===== src/rtl/mult_share_pkg.sv =====
// Shared definitions for the multiplier-sharing scheduler.
//   state_e : scheduler FSM states.
//   id_w()  : width of a requester index for a given requester count.
//   wd_w()  : width of the watchdog counter for a given timeout.
package mult_share_pkg;

    typedef enum logic [1:0] {
        IDLE  = 2'd0,
        ISSUE = 2'd1,
        WAIT  = 2'd2,
        RESP  = 2'd3
    } state_e;

    function automatic int id_w(input int n);
        return (n > 1) ? $clog2(n) : 1;
    endfunction

    // The watchdog only has to reach TIMEOUT-1, so clog2(TIMEOUT) bits suffice.
    function automatic int wd_w(input int timeout);
        return (timeout > 1) ? $clog2(timeout) : 1;
    endfunction

    localparam int DEF_TIMEOUT = 64;
    localparam int DEF_WD_W    = wd_w(DEF_TIMEOUT);

endpackage


===== src/rtl/mult_share_ctrl_rr_arbiter.sv =====
// Round-robin arbiter: rotates the request vector so the pointer position
// sits at bit 0, picks the lowest set bit, then maps it back.
//   req     : request vector, one bit per requester.
//   ptr     : highest-priority requester index this round.
//   gnt     : one-hot grant (all zero when nothing requests).
//   gnt_idx : binary index of the granted requester.
//   gnt_any : at least one request present.
module rr_arbiter
    import mult_share_pkg::*;
#(
    parameter int NREQ = 4
) (
    input  logic [NREQ-1:0]         req,
    input  logic [id_w(NREQ)-1:0]   ptr,
    output logic [NREQ-1:0]         gnt,
    output logic [id_w(NREQ)-1:0]   gnt_idx,
    output logic                    gnt_any
);

    localparam int              IDW    = id_w(NREQ);
    localparam logic [IDW:0]    NREQ_W = (IDW+1)'(NREQ);

    logic [2*NREQ-1:0] dbl_s;
    logic [NREQ-1:0]   rot_s;
    logic [IDW-1:0]    off_s;
    logic [IDW:0]      sum_s;

    // Doubling the vector turns the rotate into a plain right shift.
    assign dbl_s   = {req, req};
    assign rot_s   = NREQ'(dbl_s >> ptr);
    assign gnt_any = |rot_s;

    // Priority encoder over the rotated vector; the lowest set bit wins.
    always_comb begin
        off_s = '0;
        for (int i = NREQ - 1; i >= 0; i--) begin
            if (rot_s[i]) begin
                off_s = IDW'(i);
            end else begin
                off_s = off_s;
            end
        end
    end

    // Undo the rotation: winner = (ptr + offset) mod NREQ.
    always_comb begin
        sum_s = {1'b0, ptr} + {1'b0, off_s};
        if (sum_s >= NREQ_W) begin
            gnt_idx = IDW'(sum_s - NREQ_W);
        end else begin
            gnt_idx = IDW'(sum_s);
        end
    end

    assign gnt = gnt_any ? (NREQ'(1'b1) << gnt_idx) : '0;

endmodule


===== src/rtl/mult_share_ctrl.sv =====
// Round-robin scheduler sharing one signed WIDTH x WIDTH multiplier among
// NREQ requesters, with a watchdog that aborts a stalled multiplication.
//   Clk, Reset            : clock, asynchronous active-high reset.
//   req_valid/req_a/req_b : per-requester operand pairs; req_ready is the
//                           one-hot accept strobe (combinational, IDLE only).
//   mul_a/mul_b           : operands to the multiplier, held from ISSUE on.
//   mul_start/mul_abort   : single-cycle control pulses to the multiplier.
//   mul_done/mul_prod     : completion pulse and product from the multiplier.
//   rsp_valid/rsp_ready   : response handshake; rsp_id/rsp_prod/rsp_err carry
//                           requester index, product and timeout flag.
module mult_share_ctrl
    import mult_share_pkg::*;
#(
    parameter int NREQ    = 4,
    parameter int WIDTH   = 8,
    parameter int TIMEOUT = DEF_TIMEOUT
) (
    input  logic                    Clk,
    input  logic                    Reset,
    input  logic [NREQ-1:0]         req_valid,
    input  logic [NREQ*WIDTH-1:0]   req_a,
    input  logic [NREQ*WIDTH-1:0]   req_b,
    output logic [NREQ-1:0]         req_ready,
    output logic [WIDTH-1:0]        mul_a,
    output logic [WIDTH-1:0]        mul_b,
    output logic                    mul_start,
    output logic                    mul_abort,
    input  logic                    mul_done,
    input  logic [2*WIDTH-1:0]      mul_prod,
    output logic                    rsp_valid,
    input  logic                    rsp_ready,
    output logic [id_w(NREQ)-1:0]   rsp_id,
    output logic [2*WIDTH-1:0]      rsp_prod,
    output logic                    rsp_err
);

    localparam int             IDW     = id_w(NREQ);
    localparam int             WDW     = wd_w(TIMEOUT);
    localparam logic [WDW-1:0] WD_LAST = WDW'(TIMEOUT - 1);

    state_e             state_r, state_s;
    logic [IDW-1:0]     ptr_r, ptr_nxt_s, id_r;
    logic [WDW-1:0]     wd_r;
    logic [WIDTH-1:0]   a_r, b_r, a_sel_s, b_sel_s;
    logic [2*WIDTH-1:0] prod_r;
    logic               err_r;
    logic [NREQ-1:0]    gnt_s;
    logic [IDW-1:0]     gnt_idx_s;
    logic               gnt_any_s;
    logic               accept_s, done_s, abort_s;

    rr_arbiter #(.NREQ(NREQ)) u_arb (
        .req     (req_valid),
        .ptr     (ptr_r),
        .gnt     (gnt_s),
        .gnt_idx (gnt_idx_s),
        .gnt_any (gnt_any_s)
    );

    // AND-OR mux of the granted requester's operand slices.
    always_comb begin
        a_sel_s = '0;
        b_sel_s = '0;
        for (int i = 0; i < NREQ; i++) begin
            a_sel_s = a_sel_s | (req_a[i*WIDTH +: WIDTH] & {WIDTH{gnt_s[i]}});
            b_sel_s = b_sel_s | (req_b[i*WIDTH +: WIDTH] & {WIDTH{gnt_s[i]}});
        end
    end

    // Next-state logic plus accept/done/abort decode.
    always_comb begin
        state_s  = state_r;
        accept_s = 1'b0;
        done_s   = 1'b0;
        abort_s  = 1'b0;
        case (state_r)
            IDLE: begin
                if (gnt_any_s) begin
                    accept_s = 1'b1;
                    state_s  = ISSUE;
                end else begin
                    state_s  = IDLE;
                end
            end
            ISSUE: begin
                state_s = WAIT;
            end
            WAIT: begin
                // A completion in the last watchdog cycle still counts as done.
                if (mul_done) begin
                    done_s  = 1'b1;
                    state_s = RESP;
                end else if (wd_r == WD_LAST) begin
                    abort_s = 1'b1;
                    state_s = RESP;
                end else begin
                    state_s = WAIT;
                end
            end
            RESP: begin
                if (rsp_ready) begin
                    state_s = IDLE;
                end else begin
                    state_s = RESP;
                end
            end
            default: begin
                state_s = IDLE;
            end
        endcase
    end

    // Next round starts just after the requester that was last served.
    assign ptr_nxt_s = (id_r == IDW'(NREQ - 1)) ? '0 : id_r + IDW'(1);

    // Reset is folded in so no accept strobe leaks out while IDLE is forced.
    assign req_ready = (accept_s && !Reset) ? gnt_s : '0;
    assign mul_start = (state_r == ISSUE);
    assign mul_abort = abort_s;
    assign rsp_valid = (state_r == RESP);
    assign mul_a     = a_r;
    assign mul_b     = b_r;
    assign rsp_id    = id_r;
    assign rsp_prod  = prod_r;
    assign rsp_err   = err_r;

    // State, pointer, watchdog, operand and response registers.
    always_ff @(posedge Clk or posedge Reset) begin
        if (Reset) begin
            state_r <= IDLE;
            ptr_r   <= '0;
            wd_r    <= '0;
            id_r    <= '0;
            a_r     <= '0;
            b_r     <= '0;
            prod_r  <= '0;
            err_r   <= 1'b0;
        end else begin
            state_r <= state_s;
            if (accept_s) begin
                id_r <= gnt_idx_s;
                a_r  <= a_sel_s;
                b_r  <= b_sel_s;
            end
            if (state_r == ISSUE) begin
                wd_r <= '0;
            end else if (state_r == WAIT) begin
                wd_r <= wd_r + WDW'(1);
            end
            if (done_s) begin
                prod_r <= mul_prod;
                err_r  <= 1'b0;
            end else if (abort_s) begin
                prod_r <= '0;
                err_r  <= 1'b1;
            end
            if ((state_r == RESP) && rsp_ready) begin
                ptr_r <= ptr_nxt_s;
            end
        end
    end

endmodule


===== config.mk =====
export PLATFORM = sky130hd
export DESIGN_NAME = mult_share_ctrl
export DESIGN_NICKNAME = d
export VERILOG_FILES = /design/src/rtl/mult_share_pkg.sv /design/src/rtl/mult_share_ctrl_rr_arbiter.sv /design/src/rtl/mult_share_ctrl.sv
export SDC_FILE = /design/constraint.sdc
export NUM_CORES = 1
export LEC_CHECK = 0
export CAP_MARGIN = 20
export CORE_UTILIZATION = 44
export CTS_CLUSTER_SIZE = 25
export DETAILED_ROUTE_END_ITERATION = 16
export PLACE_DENSITY_LB_ADDON = 0.1
export SYNTH_ARGS = -nofsm -noshare
export SYNTH_HDL_FRONTEND = slang
export SYNTH_SLANG_ARGS = --single-unit

===== constraint.sdc =====
create_clock -name Clk -period 7.8 [get_ports Clk]
set_input_delay 1.17 -clock Clk [delete_from_list [all_inputs] [get_ports Clk]]
set_output_delay 1.17 -clock Clk [all_outputs]
set_load 0.02 [all_outputs]

==> results.cfg, run 1 <==
[worst_setup_path]
cp.arrival_ns = 4.65
start_kind = input port
path_max_fanout = 35
cp_num_buf_inv = 2
path_class = input port to output pin
crit_path_cell_trace = clkdlybuf4s50_1, nor2_1, a221oi_1, o21ai_0, ha_1, nand2_1, nor3b_1, clkdlybuf4s50_1
cp_data_required_time_ns = 6.63
path_delay_family = buffers and inverters
cpMaxStageDelayCell = ha_1
cp_common_cell = clkdlybuf4s50_1
cp-end-kind = output pin
worst_path_largest_cell_delay_ns = 1.00

[timing]
hold_viol_final = 0
timing.final.crit_share_pct = 74.7
min_period_ns = 5.82
setup_violations = 0
setup_slack_ns = 1.98
drv_slew = 0
worst_slew_pin_slew_ns = 1.05
final.setup.tns_ns = 0
rsz0062_at_grt = no
fmax_mhz = 172
slew-limit-headroom_pct = 29.7
fin_skew_ns = 0.00995

[global_route]
antenna_found_initial = 0
grt_pass1_vias = 2280
grt_pass1_wl_mm = 10.8
grt.total_usage_pct = 21.6
grt_overflow = 0
grt_max_degree = 47

[placement]
gp_congestion = 0.799
preCtsSetupSlack_ns = 1.90
numPortBuffers = 129
placed_cell_area_mm2 = 0.00402
hpwl_mm = 5.28

[logic_synthesis]
synth-seq-area-share_pct = 41.6
syn-num-nets = 411
synthMuxAreaShare_pct = 11.4
synth.lib_cells_used.distinct = 34
ys_top_cells_by_area = dfrtp_1 (42%), nand2_1 (11%), mux2i_1 (5.5%), ha_1 (3.7%), nand3_1 (3.5%)
netlist_area_mm2 = 0.00271
synthAdderAreaFrac_pct = 3.69
yosysWarnings = 0
yosys.area.top_type = dfrtp_1
synth_xor_area_share_pct = 1.62
synthFlopType = dfrtp_1
synth_top_area_share_pct = 41.6
synth_cells = 315
synth_top_family_by_area = simple AND/OR/NAND/NOR gates
synth_compound_area_share_pct = 11.7
ys_async_sr_fraction_pct = 100
ys_ff_latch = 45
avgSynthCellArea_um2 = 8.60
synth_edf_count = 0
synth_simple_gate_area_share_pct = 25.6

[cells_and_area]
finalInstanceArea_mm2 = 0.00412
nNetsFinal = 527
area.growth.synth_to_final_pct = 52.2
drive_above_1_share_pct = 4.87
num_antenna_cells = 0

[routing]
drt_drc_violations_left = 0
vias = 2683
drtAntennaViolNets = 0
drt-wirelength-per-cell_um = 13.7
routed_wl_mm = 6.93
firstDrtPassIters = 4
vias_per_cell = 5.30
drt_iter0_markers = 159

[hold_path]
min_path_type = flip-flop to flip-flop

[pwr]
vdd_drop_max_mv = 0.210
p_leak_nw = 1.81
p_per_area_mw_per_mm2 = 399

[die]
fp.dieH_um = 80.5
rows = 28
fp.dieW_um = 80.5
die_area_mm2 = 0.00648
core_area_mm2 = 0.00592
io_pins = 130
initial_core_util_pct = 45.8

[cts]
postCtsSetupRepairBufs = 0
clock_latency_ns = 0.29
postCtsHoldBufs = 0
numCtsBuffers = 5
cts_buffer_depth = 2
clk_pin_slew_ns = 0.08
htree_num_levels = 2
cts_tree = built
cts_root_buf = clkbuf_8
cts_resized = 0
clock-sinks = 45

[outcome]
status = complete, no violations

[run]
maxCapViolCount = 0
-- metal layers --
metal,share of wire [%],vias up,global-route usage [%]
met5,0,-,0
met4,1.2,0,4.82
met3,6.6,10,5.11
met2,49,94,35.4
met1,43,1251,28.9
li1,-,1328,-
-- flip-flops by register name (all words and copies together) (netlist names) --
name	count
mul_a	8
mul_b	8
state_r	2
rsp_err	1
rsp_prod	16
rsp_id	2
ptr_r	2
wd_r	6
-- cell type report --
class	instances	area [µm²]
well taps	75	93.8
repair buffers	131	1310
fillers	489	1800
inverters	8	30.0
multi-input cells	240	1470
clock buffers	6	82.6
flip-flops and latches	45	1130
clock inverters	1	7.51
-- worst min-delay path, cell delays in order (launching register included) --
cell	delay [ns]
dfrtp_1	0.35
nand3_1	0.06
nand2_1	0.06
-- cells in the final DEF, fill, tap and decap left out, types with 4 or more instances in the layout --
cell type and count:
a211oi_1 6, a21oi_1 7, a221o_1 7, a31oi_1 7, and2_1 7, clkbuf_8 6, clkdlybuf4s50_1 129, dfrtp_1 45
ha_1 8, inv_1 7, mux2_2 6, mux2i_1 15, mux4_2 4, nand2_1 77, nand3_1 19, nor2_1 21
nor2b_1 8, nor3_1 14, o21ai_0 11
-- per-stage QoR --
stage,power [mW],hold slack [ns],utilization (%),instances
2_1_floorplan,1.13,0.488,-,315
3_3_place_gp,1.46,0.479,67.9,498
3_5_place_dp,1.49,0.485,67.9,498
4_1_cts,1.64,0.506,69.4,505
5_1_grt,1.77,0.537,69.7,506
6_report,1.64,0.503,69.7,506
-- kinds of logic (layout without fill, tap and decap cells) --
family | count (synthesis) | count (layout)
buffers and inverters | 30 | 146
multiplexers | 25 | 25
AO/OA/AOI/OAI | 46 | 46
flip-flops | 45 | 45
adder cells (fa/ha/maj) | 8 | 8
XOR/XNOR | 5 | 5
AND/OR/NAND/NOR | 156 | 156
-- final timing paths --
| kind | start | end | slack, ns | depth (start not counted) |
|---|---|---|---|---|
| worst min register to register | rsp_prod[13] | rsp_prod[13] | 0.50 | 2 |
| worst min-delay path | rsp_prod[13] | rsp_prod[13] | 0.50 | 2 |
| worst max register to register | ptr_r[0] | mul_a[2] | 4.61 | 9 |
| max in group asynchronous | Reset | ptr_r[1] | 5.72 | 2 |
| min in group asynchronous | Reset | mul_a[4] | 1.50 | 2 |
| worst max-delay path | req_valid[0] | req_ready[1] | 1.98 | 8 |
-- report_power, final --
part | internal, mW | switching, mW
sequential | 0.344 | 0.0815
clock | 0.0701 | 0.0767
combinational | 0.502 | 0.570
-- synth_stat cells (all sizes together), types with 3 or more instances --
library cell,n
a221o,7
nor2b,8
a21oi,7
dfrtp,45
a211oi,6
a31oi,7
nand3,19
nor2,21
clkbuf,17
mux2i,15
mux4,4
and2,7
o21ai,11
nor3,14
buf,5
inv,8
mux2,6
xnor2,3
ha,8
nand2,77
Note: power is estimated with default switching activity, not from simulation.
==> run 2, diff against run 1 <==
Settings changed: CORE_UTILIZATION 44 to 41.
Clock period 7.8 ns to 5.5 ns, I/O delays scaled along.
==> results.cfg, run 2 (synthesis results as in run 1) <==
[cts]
htree_num_levels = 2
clock_latency_ns = 0.29
clock-sinks = 45
postCtsSetupRepairBufs = 0
cts_root_buf = clkbuf_8
clk_pin_slew_ns = 0.08
cts_buffer_depth = 2
cts_resized = 0
postCtsHoldBufs = 0
cts_tree = built
numCtsBuffers = 5

[timing]
setup_violations = 0
hold_slack_ns = 0.502
min_period_ns = 5.05
worst_slew_pin_slew_ns = 0.907
hold_viol_final = 0
rsz0062_at_grt = no
fmax_mhz = 198
setup_slack_ns = 0.453
fin_skew_ns = 0.00570
drv_slew = 0
timing.final.crit_share_pct = 91.8
final.setup.tns_ns = 0
slew-limit-headroom_pct = 39.1

[worst_setup_path]
cp_data_required_time_ns = 4.68
crit_path_cell_trace = clkdlybuf4s50_1, nor2_1, nor3_1, a21oi_1, o21ai_0, ha_1, xnor2_1, xnor2_2, buf_4, nor4_1, clkdlybuf4s50_1
worst_path_largest_cell_delay_ns = 0.72
cp_common_cell = clkdlybuf4s50_1
cp_num_buf_inv = 3
worstReg2RegStart = ptr_r[0]
path_delay_family = buffers and inverters
start_kind = input port
cpMaxStageDelayCell = xnor2_1
crit_start = req_valid[2]
path_max_fanout = 17
cp.arrival_ns = 4.22
cp-end-kind = output pin
r2r_slack_ns = 2.21
worst_r2r_path_depth = 9
r2r-end = mul_a[2]
path_class = input port to output pin

[die]
fp.dieW_um = 83.3
die_area_mm2 = 0.00694
io_pins = 130
initial_core_util_pct = 42.7
fp.dieH_um = 83.3
core_area_mm2 = 0.00635
rows = 29

[global_route]
grt_overflow = 0
grt.total_usage_pct = 20.7
grt_max_degree = 46
grt_pass1_vias = 2509
antenna_found_initial = 0
grt_pass1_wl_mm = 11.6

[cells_and_area]
nNetsFinal = 530
most-common-layout-cells = clkdlybuf4s50_1 (129), nand2_1 (77), dfrtp_1 (45), nor2_1 (21), nand3_1 (19)
final_common_cell = clkdlybuf4s50_1
drive_above_1_share_pct = 5.53
area.growth.synth_to_final_pct = 53.3
largest_reg_flops = 16
num_antenna_cells = 0

[hold_path]
min_path_type = flip-flop to flip-flop
holdCritStartpoint = rsp_prod[2]
whs_path_depth = 2
hold_end = rsp_prod[2]

[placement]
preCtsSetupSlack_ns = 0.517
numPortBuffers = 129
gp_congestion = 0.741
hpwl_mm = 5.24

[routing]
vias = 2639
met1Wirelength_mm = 3.16
vias_per_cell = 5.16
wl_met2_mm = 3.39
drt_drc_violations_left = 0
drt_iter0_markers = 106
drtAntennaViolNets = 0
routed_wl_mm = 7.11
drt-wirelength-per-cell_um = 13.9
firstDrtPassIters = 4
wl_met3_um = 515
top_layer_used = met4

[outcome]
status = complete, no violations

[pwr]
p_leak_nw = 1.84
power_mw = 2.35
p_per_area_mw_per_mm2 = 565
vdd_drop_max_mv = 0.309

[run]
maxCapViolCount = 0
==> run 2: worst max-delay path by stage <==
stage                              end  slack [ns]  cells after the start
after floorplan           req_ready[1]        1.64                     10
after global routing      req_ready[2]        0.26                     11
final                     req_ready[2]        0.45                     11
after CTS                 req_ready[2]        0.48                     11
after detailed placement  req_ready[2]        0.52                     11
after global placement    req_ready[2]        0.55                     10
==> run 2: metrics by stage <==
stage | std cells | area [µm²] | utilization (%)
detailed placement | 504 | 4050 | 63.8
floorplan | 315 | 2710 | -
CTS | 511 | 4160 | 65.4
global placement | 504 | 4050 | 63.8
global route | 511 | 4160 | 65.4
finish | 511 | 4160 | 65.4
==> run 2: layer usage <==
| layer | global-route usage, % | vias to the layer above |
|---|---|---|
| li1 | - | 1327 |
| met1 | 26.0 | 1223 |
| met2 | 35.3 | 85 |
| met3 | 6.16 | 4 |
| met4 | 4.23 | 0 |
| met5 | 0 | - |
==> run 2: area by class of cell <==
cell class	count	area [µm²]
clock buffers	5	68.8
clock inverters	2	35.0
fillers	552	2190
inverters	8	30.0
multi-input cells	240	1470
flip-flops and latches	45	1130
well taps	77	96.3
repair buffers	134	1330
==> run 2: worst min-delay path: cells and delay by family (launching register included) <==
kind / cells / cell delay, ns
and+or+nand+nor: 2 / 0.12
DFF: 1 / 0.35
==> run 2: report_power, final <==
| part | leakage [nW] | switching (mW) | internal (mW) |
|---|---|---|---|
| Combinational | 1.23 | 0.801 | 0.710 |
| Sequential | 0.552 | 0.109 | 0.488 |
| Clock | 0.0540 | 0.108 | 0.132 |
| Total | 1.84 | 1.02 | 1.33 |
